### src/rtl/hazard_stall_ctrl_pkg.sv
// Shared constants and types for the pipeline hazard / stall controller.
// Holds the "operand not read" Tuse code, the default mult/div busy lengths
// and the mult/div sequencer state type.
package hazard_stall_ctrl_pkg;

    // Tuse value meaning the D-stage instruction does not read this operand.
    localparam logic [1:0] TUSE_NONE = 2'd3;

    // Default busy lengths of the HI/LO unit after a start in E.
    localparam int MULT_CYCLES_DEF = 5;
    localparam int DIV_CYCLES_DEF  = 10;

    // Mult/div sequencer state: IDLE <=> md_cnt == 0, BUSY <=> md_cnt != 0.
    typedef enum logic [0:0] {
        MD_IDLE = 1'b0,
        MD_BUSY = 1'b1
    } md_state_e;

endpackage : hazard_stall_ctrl_pkg

### src/rtl/hazard_stall_ctrl_md_busy_seq.sv
// Mult/div busy sequencer: loads a countdown when a mult/div enters E and
// counts it down to zero. The registered state doubles as md_busy.
module md_busy_seq
    import hazard_stall_ctrl_pkg::*;
#(
    parameter int MULT_CYCLES = MULT_CYCLES_DEF,
    parameter int DIV_CYCLES  = DIV_CYCLES_DEF,
    parameter int CNT_W       = 4
) (
    input  logic             clk,
    input  logic             reset,
    input  logic             start_i,
    input  logic             is_div_i,
    output logic [CNT_W-1:0] cnt_o,
    output md_state_e        state_o
);

    logic [CNT_W-1:0] cnt_q, cnt_d;
    md_state_e        state_q, state_d;

    // Next-state: load on a start while idle, otherwise count down while busy.
    // A start seen while busy is illegal upstream and is simply ignored.
    always_comb begin
        cnt_d   = cnt_q;
        state_d = state_q;
        case (state_q)
            MD_IDLE: begin
                if (start_i) begin
                    cnt_d = is_div_i ? CNT_W'(DIV_CYCLES) : CNT_W'(MULT_CYCLES);
                end
            end
            MD_BUSY: begin
                cnt_d = cnt_q - CNT_W'(1);
            end
            default: begin
                cnt_d = '0;
            end
        endcase
        state_d = (cnt_d != '0) ? MD_BUSY : MD_IDLE;
    end

    // State registers; reset abandons any countdown in flight.
    always_ff @(posedge clk) begin
        if (reset) begin
            cnt_q   <= '0;
            state_q <= MD_IDLE;
        end else begin
            cnt_q   <= cnt_d;
            state_q <= state_d;
        end
    end

    assign cnt_o   = cnt_q;
    assign state_o = state_q;

endmodule : md_busy_seq

### src/rtl/hazard_stall_ctrl.sv
// Hazard / stall controller for the 5-stage MIPS pipeline.
// Stalls D when a needed operand's producer in E or M will not be ready in
// time for forwarding (Tuse < Tnew), or when a HI/LO-class instruction in D
// meets a busy (or just-starting) mult/div unit. Stall freezes PC and F/D and
// inserts a bubble into D/E in the same cycle.
// Optional build macro: STALL_STATS_EN adds saturating stall_cycles and
// md_stall_cycles counters.
module hazard_stall_ctrl
    import hazard_stall_ctrl_pkg::*;
#(
    parameter int MULT_CYCLES = MULT_CYCLES_DEF,
    parameter int DIV_CYCLES  = DIV_CYCLES_DEF,
    parameter int CNT_W       = 4
) (
    input  logic             clk,
    input  logic             reset,
    input  logic [4:0]       rsD,
    input  logic [4:0]       rtD,
    input  logic [1:0]       tuse_rsD,
    input  logic [1:0]       tuse_rtD,
    input  logic [4:0]       rt_rdE,
    input  logic [4:0]       rt_rdM,
    input  logic             regwE,
    input  logic             regwM,
    input  logic [2:0]       T_new_E,
    input  logic [2:0]       T_new_M,
    input  logic             md_startE,
    input  logic             md_is_divE,
    input  logic             md_useD,
    output logic             stall,
    output logic             enPC,
    output logic             enFD,
    output logic             flushDE,
    output logic             md_busy,
    output logic [CNT_W-1:0] md_cnt
`ifdef STALL_STATS_EN
    ,
    output logic [31:0]      stall_cycles,
    output logic [31:0]      md_stall_cycles
`endif
);

    logic      stall_rs, stall_rt, md_stall;
    md_state_e md_state;

    md_busy_seq #(
        .MULT_CYCLES (MULT_CYCLES),
        .DIV_CYCLES  (DIV_CYCLES),
        .CNT_W       (CNT_W)
    ) u_md_busy_seq (
        .clk      (clk),
        .reset    (reset),
        .start_i  (md_startE),
        .is_div_i (md_is_divE),
        .cnt_o    (md_cnt),
        .state_o  (md_state)
    );

    assign md_busy = (md_state == MD_BUSY);

    // Data hazard: an operand that is read, is not $0, and whose producer in
    // E or M needs more cycles than D can wait. Tuse is zero-extended.
    always_comb begin
        stall_rs = (tuse_rsD != TUSE_NONE) && (rsD != 5'd0) &&
                   ((rsD == rt_rdE && regwE && {1'b0, tuse_rsD} < T_new_E) ||
                    (rsD == rt_rdM && regwM && {1'b0, tuse_rsD} < T_new_M));
        stall_rt = (tuse_rtD != TUSE_NONE) && (rtD != 5'd0) &&
                   ((rtD == rt_rdE && regwE && {1'b0, tuse_rtD} < T_new_E) ||
                    (rtD == rt_rdM && regwM && {1'b0, tuse_rtD} < T_new_M));
    end

    // HI/LO hazard: the start cycle itself also blocks, since md_busy rises
    // only one edge later.
    assign md_stall = md_useD && (md_busy || md_startE);

    assign stall   = stall_rs | stall_rt | md_stall;
    assign enPC    = ~stall;
    assign enFD    = ~stall;
    assign flushDE = stall;

`ifdef STALL_STATS_EN
    logic [31:0] stall_cycles_q, stall_cycles_d;
    logic [31:0] md_stall_cycles_q, md_stall_cycles_d;

    // Saturating increments of the two stall statistics.
    always_comb begin
        stall_cycles_d    = stall_cycles_q;
        md_stall_cycles_d = md_stall_cycles_q;
        if (stall && stall_cycles_q != 32'hFFFF_FFFF) begin
            stall_cycles_d = stall_cycles_q + 32'd1;
        end
        if (md_stall && md_stall_cycles_q != 32'hFFFF_FFFF) begin
            md_stall_cycles_d = md_stall_cycles_q + 32'd1;
        end
    end

    // Statistics registers, cleared by reset.
    always_ff @(posedge clk) begin
        if (reset) begin
            stall_cycles_q    <= '0;
            md_stall_cycles_q <= '0;
        end else begin
            stall_cycles_q    <= stall_cycles_d;
            md_stall_cycles_q <= md_stall_cycles_d;
        end
    end

    assign stall_cycles    = stall_cycles_q;
    assign md_stall_cycles = md_stall_cycles_q;
`endif

endmodule : hazard_stall_ctrl

### config.mk
export PLATFORM = sky130hd
export DESIGN_NAME = hazard_stall_ctrl
export DESIGN_NICKNAME = d
export VERILOG_FILES = /design/src/rtl/hazard_stall_ctrl_pkg.sv /design/src/rtl/hazard_stall_ctrl_md_busy_seq.sv /design/src/rtl/hazard_stall_ctrl.sv
export SDC_FILE = /design/constraint.sdc
export NUM_CORES = 1
export LEC_CHECK = 0
export CORE_MARGIN = 8
export CORE_UTILIZATION = 42
export CTS_CLUSTER_SIZE = 30
export DETAILED_ROUTE_END_ITERATION = 8
export DONT_BUFFER_PORTS = 1
export PLACE_DENSITY = 0.65
export SKIP_CTS_REPAIR_TIMING = 1
export SLEW_MARGIN = 20
export SYNTH_ARGS = -nofsm -noshare
export SYNTH_HDL_FRONTEND = slang
export SYNTH_SLANG_ARGS = --single-unit
### constraint.sdc
create_clock -name clk -period 2.1 [get_ports clk]
set_clock_uncertainty 0.05 [all_clocks]
set_input_delay 0.42 -clock clk [delete_from_list [all_inputs] [get_ports clk]]
set_output_delay 0.42 -clock clk [all_outputs]
set_load 0.02 [all_outputs]
---- Yosys cells after proc, flatten, opt, wreduce, memory -nomap -nowiden ----
Index checks and enable logic that the tools add are counted.
storage, ports and cells
  register bits ........................... 5
  output and inout bits ................... 9
  word-level logic and storage cells ...... 40
operators by class
  $add $sub $neg .......................... 1
  eq/ne operators ......................... 6
  reductions and logical operators ........ 19
  multiplexer cells ....................... 4
  bitwise operators ....................... 4
  magnitude comparators ................... 4
operators by type and width
  operator               number
  $eq A5 B5 Y1           4
  $logic_and A1 B1 Y1    13
  $lt A2 B3 Y1           4
  $reduce_bool A5 Y1     2
  $mux W4                2
  $pmux W4 S2            1
  $ne A2 B2 Y1 const B   2
  $reduce_bool A4 Y1     1
  $sub A4 B1 Y4 const B  1
  $logic_or A1 B1 Y1     3
  $not A1 Y1             2
  $or A1 B1 Y1           2
  $mux W1                1

---- Depth between registers and ports, before layout ----
  depth in word-level cells ............... 8
  mapped depth ............................ 8
  depth with buffers taken out ............ 7

---- Modules after synthesis ----
Synthesis repeated with hierarchy kept, for this count alone.
second synthesis, totals
  cells, all modules ...................... 87
  area, all modules ....................... 683.2 um2
modules (own cells, without submodules)
  module             cells each  times used  area an instance (um2)  sequential area each (um2)
  hazard_stall_ctrl  59          1           431.7                   0.0
  md_busy_seq        28          1           251.5                   100.1

---- Worst setup path after synthesis ----
No wires, ideal clock.
  path kind ............................... in2out
  start ................................... in T_new_E[1]
  end ..................................... out enPC
  setup slack ............................. -0.104 ns
  arrival time ............................ 1.734 ns
  data required time ...................... 1.630 ns
  cell stages on the path ................. 8
  buffers on the path ..................... 1
  cell sequence ........................... inv_1 -> ha_1 -> nor2_1 -> o311ai_0 -> nor2_1 -> o21ai_0 -> and3_1 -> buf_4
between the ends
  cells in the longest elaborated chain, start to end .. 7
RTL lines
  element                                 line                                              text
  start: declaration                      hazard_stall_ctrl.sv:25                           input logic [2:0] T_new_E,
  $lt A2 B3 Y1 (on tied branches)         hazard_stall_ctrl.sv:65, hazard_stall_ctrl.sv:68
  $logic_and A1 B1 Y1 (on tied branches)  hazard_stall_ctrl.sv:65, hazard_stall_ctrl.sv:68
  $logic_or A1 B1 Y1 (on tied branches)   hazard_stall_ctrl.sv:65, hazard_stall_ctrl.sv:68
  $logic_and A1 B1 Y1 (on tied branches)  hazard_stall_ctrl.sv:64, hazard_stall_ctrl.sv:67
  $or A1 B1 Y1 * (2 in series)            hazard_stall_ctrl.sv:76                           assign stall = stall_rs | stall_rt | md_stall;
  $not A1 Y1 *                            --
  end: declaration                        hazard_stall_ctrl.sv:31                           output logic enPC,
Mark *: on every way between the ends. The rest lies on a longest branch, timed or not.

---- Final worst setup path ----
  start ................................... in rt_rdM[1]
  end ..................................... out enFD
between the ends
  cells in the longest elaborated chain, start to end .. 8
RTL lines
  element                                               line                                              text
  start: declaration                                    hazard_stall_ctrl.sv:22                           input logic [4:0] rt_rdM,
  $eq A5 B5 Y1 (on tied branches)                       hazard_stall_ctrl.sv:66, hazard_stall_ctrl.sv:69
  $logic_and A1 B1 Y1 (on tied branches) (2 in series)  hazard_stall_ctrl.sv:66, hazard_stall_ctrl.sv:69
  $logic_or A1 B1 Y1 (on tied branches)                 hazard_stall_ctrl.sv:65, hazard_stall_ctrl.sv:68
  $logic_and A1 B1 Y1 (on tied branches)                hazard_stall_ctrl.sv:64, hazard_stall_ctrl.sv:67
  $or A1 B1 Y1 * (2 in series)                          hazard_stall_ctrl.sv:76
  $not A1 Y1 *                                          hazard_stall_ctrl.sv:78                           assign enFD = ~stall;
  end: declaration                                      hazard_stall_ctrl.sv:32                           output logic enFD,
Marks and branches as above.

==> impl_metrics.env <==
export IMPL_max_vdd_ir_drop_v=0.000605
export IMPL_grt_pass1_vias=686
export IMPL_seq_area_frac_synth_pct=14.3
export IMPL_ys_ff_latch=5
export IMPL_clkLatencyLatePin_ps=240
export IMPL_combPwrFrac_pct=48.9
export IMPL_syn_to_final_growth_pct=7.87
export IMPL_grt_remaining_overflow=0
export IMPL_hold_start="reset"
export IMPL_synth_cell_types=28
export IMPL_synth_net_count=132
export IMPL_die_h_microns=56.8
export IMPL_htreeDepth=1
export IMPL_finalNonFillerCells=108
export IMPL_switchingPower_mw=0.302
export IMPL_clkSlewWorstSetupHoldPaths_ps=40
export IMPL_cap_viol_max_count=0
export IMPL_post_route_period_util_pct=99.5
export IMPL_gp_congestion=0.828
export IMPL_synthXorXnorAreaFrac_pct=27.5
export IMPL_grt_max_degree=12
export IMPL_cts_path_max_buffers=2
export IMPL_core_area_sq_mm=0.00154
export IMPL_cts_sinks=5
export IMPL_path_cells="xor2_1, nor4_2, o2111ai_1, a221o_1, and3_4"
export IMPL_synth_cells=90
export IMPL_critPathTopFamily="simple AND/OR/NAND/NOR gates"
export IMPL_syn_area_per_cell_sq_um=7.77
export IMPL_power_mw=0.659
export IMPL_clockPowerShare_pct=17.0
export IMPL_swShare_pct=45.7
export IMPL_fin_tns_setup_ps=0
export IMPL_dieArea_sq_mm=0.00323
export IMPL_drt_pass1_iterations=4
export IMPL_cp_slowest_cell="a221o_1"
export IMPL_status="completed"
export IMPL_synth_top_family_by_area="XOR/XNOR gates"
export IMPL_wire_per_inst_microns=18.0
export IMPL_synthSimpleGateAreaFrac_pct=24.2
export IMPL_io_pins=46
export IMPL_synth_area_mux_share_pct=2.86
export IMPL_initial_core_util_pct=45.4
export IMPL_die_w_microns=56.8
export IMPL_remaining_drc_errors=0
export IMPL_num_nets_final=135
export IMPL_ys_warn_count=0
export IMPL_syn_area_sq_um=699
export IMPL_maxSlewHeadroom_pct=74.1
export IMPL_drtIter0Drc=13
export IMPL_root_buffer="clkbuf_4"
export IMPL_dp_hpwl_mm=1.72
export IMPL_slowest_delay_ps=370
export IMPL_worstMarginPinSlew_ps=388
export IMPL_ant_nets=0
export IMPL_end_kind="output port"
export IMPL_grt_usage_pct=11.9
export IMPL_synthAdderAreaFrac_pct=8.94
export IMPL_final_cell_mix="11 x xor2_1, 11 x xnor2_1, 9 x nor2_1"
export IMPL_route_final_wire_length_mm=1.94
export IMPL_hold_viol_final=0
export IMPL_placed_cells=104
export IMPL_path_buf_inv=0
export IMPL_rows=14
export IMPL_crit_type="primary input to output port"
export IMPL_layout_min_cycle_time_ps=2090
export IMPL_cell_internal_pwr_mw=0.358
export IMPL_maxSlewViolCount=0
export IMPL_setup_viol=0
export IMPL_startpoint="rt_rdM[1]"
export IMPL_rsz0062_at_grt="yes"
export IMPL_start_kind="primary input"
export IMPL_power_frac_seq_pct=34.1
export IMPL_grt_pass1_wl_mm=3.21
export IMPL_vias=635
export IMPL_cp_max_fo=2
export IMPL_worstPathRequired_ps=1630
export IMPL_synth_compound_area_share_pct=16.8
export IMPL_cts_tree="yes"
export IMPL_nFillCells=160
export IMPL_vias_per_cell=5.88
export IMPL_clock_fmax_ghz=0.478
export IMPL_antennaDiodeCount=0
export IMPL_p_leak_nw=0.285
export IMPL_antenna_found_initial=0
export IMPL_reg2reg_from="u_md_busy_seq.cnt_o[0]"
export IMPL_hold_path_class="primary input to flop"
export IMPL_cts_buffers=3
export IMPL_crit_arrival_ps=1620
export IMPL_port_buffers=0
export IMPL_p_per_area_mw_per_mm2=874
export IMPL_layout_drive_gt1_share_pct=10.9
## synthesized netlist by cell type
library cell,number,area share (%)
a211oi_1,2,2.1
a21oi_1,7,5.0
a221o_1,1,1.4
a22oi_1,1,1.1
a311oi_1,1,1.3
and3_1,1,0.90
buf_4,3,3.2
dfxtp_1,5,14
ha_1,5,8.9
inv_1,4,2.1
mux2i_1,2,2.9
nand2_1,2,1.1
nand2b_1,3,2.7
nand3_1,1,0.71
nand4_1,2,1.8
nor2_1,9,4.8
nor2b_1,2,1.8
nor3_1,4,2.9
nor3b_1,1,1.1
nor4_1,2,1.8
nor4_2,1,1.8
o2111ai_1,2,2.5
o21ai_0,3,2.1
o311ai_0,1,1.3
or3_1,2,1.8
or4_1,1,1.1
xnor2_1,11,14
xor2_1,11,14
## power by group through the flow
stage	registers (mW)	logic, mW	clock network (mW)
after floorplan	0.227	0.279	0
after global placement	0.226	0.309	0
after detailed placement	0.227	0.316	0
after CTS	0.225	0.319	0.113
after global routing	0.230	0.364	0.123
final	0.225	0.322	0.112
## final timing paths
kind                                                to  slack (ps)  cells after the start
worst max-delay path                              enFD           9                      5
worst min-delay path            u_md_busy_seq.cnt_o[2]         190                      1
worst max register to register   u_md_busy_seq.state_o         470                      5
worst min register to register  u_md_busy_seq.cnt_o[2]         580                      2
## cells by family (layout without fill, tap and decap cells)
group,after synthesis,in the layout
simple gates,31,31
xor+xnor,22,22
compound gates,18,18
buf+inv,7,9
fa+ha+maj,5,5
flops,5,5
mux,2,2
## per-layer routing
metal  track usage (%)  up-vias  share of wire (%)
met2              19.1       33                 47
met4              3.02        0               0.88
met5                 0        -                  0
met1              13.5      273                 41
met3              5.84        2                 12
li1                  -      327                  -
## cell type report
class / instances / area, sq um / share of cell area (%)
multi-input combinational: 78 / 586 / 77.6
inverter: 4 / 15.0 / 1.99
tap: 16 / 20.0 / 2.65
clock buffer: 4 / 26.3 / 3.48
sequential: 5 / 100 / 13.3
timing repair buffer: 1 / 7.51 / 0.995
## metrics by stage
step                utilization, %  hold slack (ps)  worst slack, ps  instance area, sq um
floorplan                        -              439            -2.11                   717
global placement              46.3              443            -20.0                   714
detailed placement            46.3              445            -23.8                   714
CTS                           48.1              192            -23.8                   741
global route                  48.9              184            -44.5                   754
finish                        48.9              192             9.48                   754
## sequential cells by signal, summed over array words and instances, names as in the netlist
name                   flops
u_md_busy_seq.cnt_o        4
u_md_busy_seq.state_o      1
No activity file was read; power rests on OpenSTA's default activity.
==> RTL change (config.mk and constraints unchanged) <==
Build with the macro `STALL_STATS_EN` defined.
--- a/src/rtl/hazard_stall_ctrl.sv
+++ b/src/rtl/hazard_stall_ctrl.sv
@@ -7,2 +7,4 @@
 // md_stall_cycles counters.
+`define STALL_STATS_EN
+
 module hazard_stall_ctrl
Formal check against the unedited RTL (old outputs only; new: md_stall_cycles and stall_cycles): equivalent (Yosys induction, for registers that start in step).
==> RTL change against the unedited design <==
The flow now finishes with violations (negative setup slack); sequential cell count is 64 higher; setup slack lost 0.33 ns; via count grew to 6.2 times the old value; wire length increased to 6.2 times the old value; maximum frequency decreased by 14%; area after synthesis rose to 5.5 times the old value; critical path depth is 4 higher; cell area increased to 7.3 times the old value; clock power grew to 11 times the old value; power rose to 4.8 times the old value; combinational power increased by 52%; critical path type unchanged; largest power group is now registers.
==> RTL change: results <==
[status]
status = finished with violations
violations = negative setup slack

[grt]
grt_max_degree = 81
grt_usage = 0.173
grt_pass1_vias = 3769
grt_pass1_wl_mm = 18.3

[critical_path]
reg2reg_slack_ns = -0.08
r2r_end = md_stall_cycles[23]$_SDFFE_PP0P_
worstPathArrival_ns = 1.95
cpPeakStageDelay_ns = 0.40
cpLargestDelayFamily = simple AND/OR/NAND/NOR gates
rr_startpoint = md_stall_cycles[10]$_SDFFE_PP0P_
startpoint = T_new_E[1]
cp_max_fo = 8
reg2regPathDepth = 8
cp-endpoint = flushDE
slowest_stage = or4_1

[yosys]
ys.flop_type = dfxtp_1
synthTopCellsByArea = dfxtp_1 (36%), xor2_1 (6.9%), nor2_1 (5.6%), nand4_1 (4.3%), a21oi_1 (3.9%)
synth_top_cells_by_count = dfxtp_1 (69), nor2_1 (57), a21oi_1 (30), xor2_1 (30), nand2_1 (28)
yosysWarnings = 0
syn-num-nets = 508
synth-async-reset-ratio = 0
ys_seq_area_frac = 0.362
synth_cell_types = 43

[clock_tree]
clock_latency_ns = 0.35
cts-buffers-inserted = 9
cts_root_buf = clkbuf_8
htree_levels = 3
path_clk_slew_ns = 0.09
clockBufferDepth = 2

[power]
switching_share = 0.268
leakagePower_uw = 0.00206
vdd_drop_max_uv = 374

[timing]
fin_ws_ns = -0.321
setup_tns_ns = -5.70
finalSetupViolCount = 41
slew_headroom = 0.732

[routing]
first_pass_iters = 4
via_per_inst = 5.73
wire_per_inst_um = 17.7
drt_iter0_markers = 172

[placed_design]
gp_congestion = 0.784
port_buffers = 0
dp_slack_ns = -0.711
dpl.hpwl_mm = 8.39

[layout]
nNetsFinal = 612
n_antenna_cell = 0
drive_gt1_frac = 0.373

[min_path]
hp-class = in2reg
RTL change: changes by cell type after synthesis, moves of 19 or more:
cell	change
xor2_1	+19
nor2_1	+48
nand4_1	+24
dfxtp_1	+64
a21oi_1	+23
nand2_1	+26
RTL change: stage by stage:
| stage | instance area [um2] | std cells | hold WS (ns) |
|---|---|---|---|
| 3_5_place_dp | 4760 | 650 | 0.451 |
| 6_report | 5520 | 684 | 0.0962 |
| 3_3_place_gp | 4760 | 650 | 0.447 |
| 5_1_grt | 5520 | 684 | 0.0571 |
| 4_1_cts | 5000 | 666 | 0.0719 |
| 2_1_floorplan | 4030 | 464 | 0.470 |
RTL change: power groups by stage:
| stage | clock network [uW] | logic [uW] | registers (uW) |
|---|---|---|---|
| 4_1_cts | 1300 | 391 | 1380 |
| 2_1_floorplan | 0 | 300 | 1440 |
| 5_1_grt | 1370 | 534 | 1390 |
| 3_3_place_gp | 0 | 377 | 1410 |
| 6_report | 1280 | 490 | 1390 |
| 3_5_place_dp | 0 | 390 | 1420 |
RTL change: worst min path at each step:
| stage | to | cells after the start | start |
|---|---|---|---|
| 2_1_floorplan | md_stall_cycles[12]$_SDFFE_PP0P_ | 2 | md_stall_cycles[12]$_SDFFE_PP0P_ |
| 5_1_grt | stall_cycles[15]$_SDFFE_PP0P_ | 1 | reset |
| 3_3_place_gp | md_stall_cycles[12]$_SDFFE_PP0P_ | 1 | reset |
| 6_report | stall_cycles[15]$_SDFFE_PP0P_ | 1 | reset |
| 4_1_cts | stall_cycles[16]$_SDFFE_PP0P_ | 1 | reset |
| 3_5_place_dp | stall_cycles[27]$_SDFFE_PP0P_ | 1 | reset |
RTL change: cell families (layout without fill, tap and decap cells):
family / after synthesis / count (layout) / synth area share
adder cells (fa/ha/maj): 7 / 7 / 0.0229
multiplexers: 13 / 13 / 0.0380
AO/OA/AOI/OAI: 68 / 68 / 0.107
flip-flops: 69 / 69 / 0.362
buffers and inverters: 33 / 141 / 0.0400
AND/OR/NAND/NOR: 227 / 228 / 0.322
XOR/XNOR: 47 / 47 / 0.108
RTL change: per-layer routing:
metal	global-route usage	wire length, um	share of wire
met1	0.188	4590	0.38
met5	0	0	0
met4	0.0622	293	0.024
met2	0.298	6260	0.52
met3	0.0661	956	0.079
RTL change: final cells by class:
class / instances / area (um2)
fillers: 798 / 3500
multi-input cells: 363 / 2760
flip-flops and latches: 69 / 1400
repair buffers: 114 / 921
clock buffers: 11 / 153
well taps: 111 / 139
clock inverters: 5 / 80.1
inverters: 11 / 61.3
RTL change: worst reg2reg max path: stages, from the launching register on:
cell and delay, ns:
dfxtp_4 0.35, nand4_1 0.11, or4_4 0.50, or3_4 0.35, nor4b_4 0.24, buf_6 0.18
nand4_1 0.10, xor2_1 0.15, nor2_1 0.06
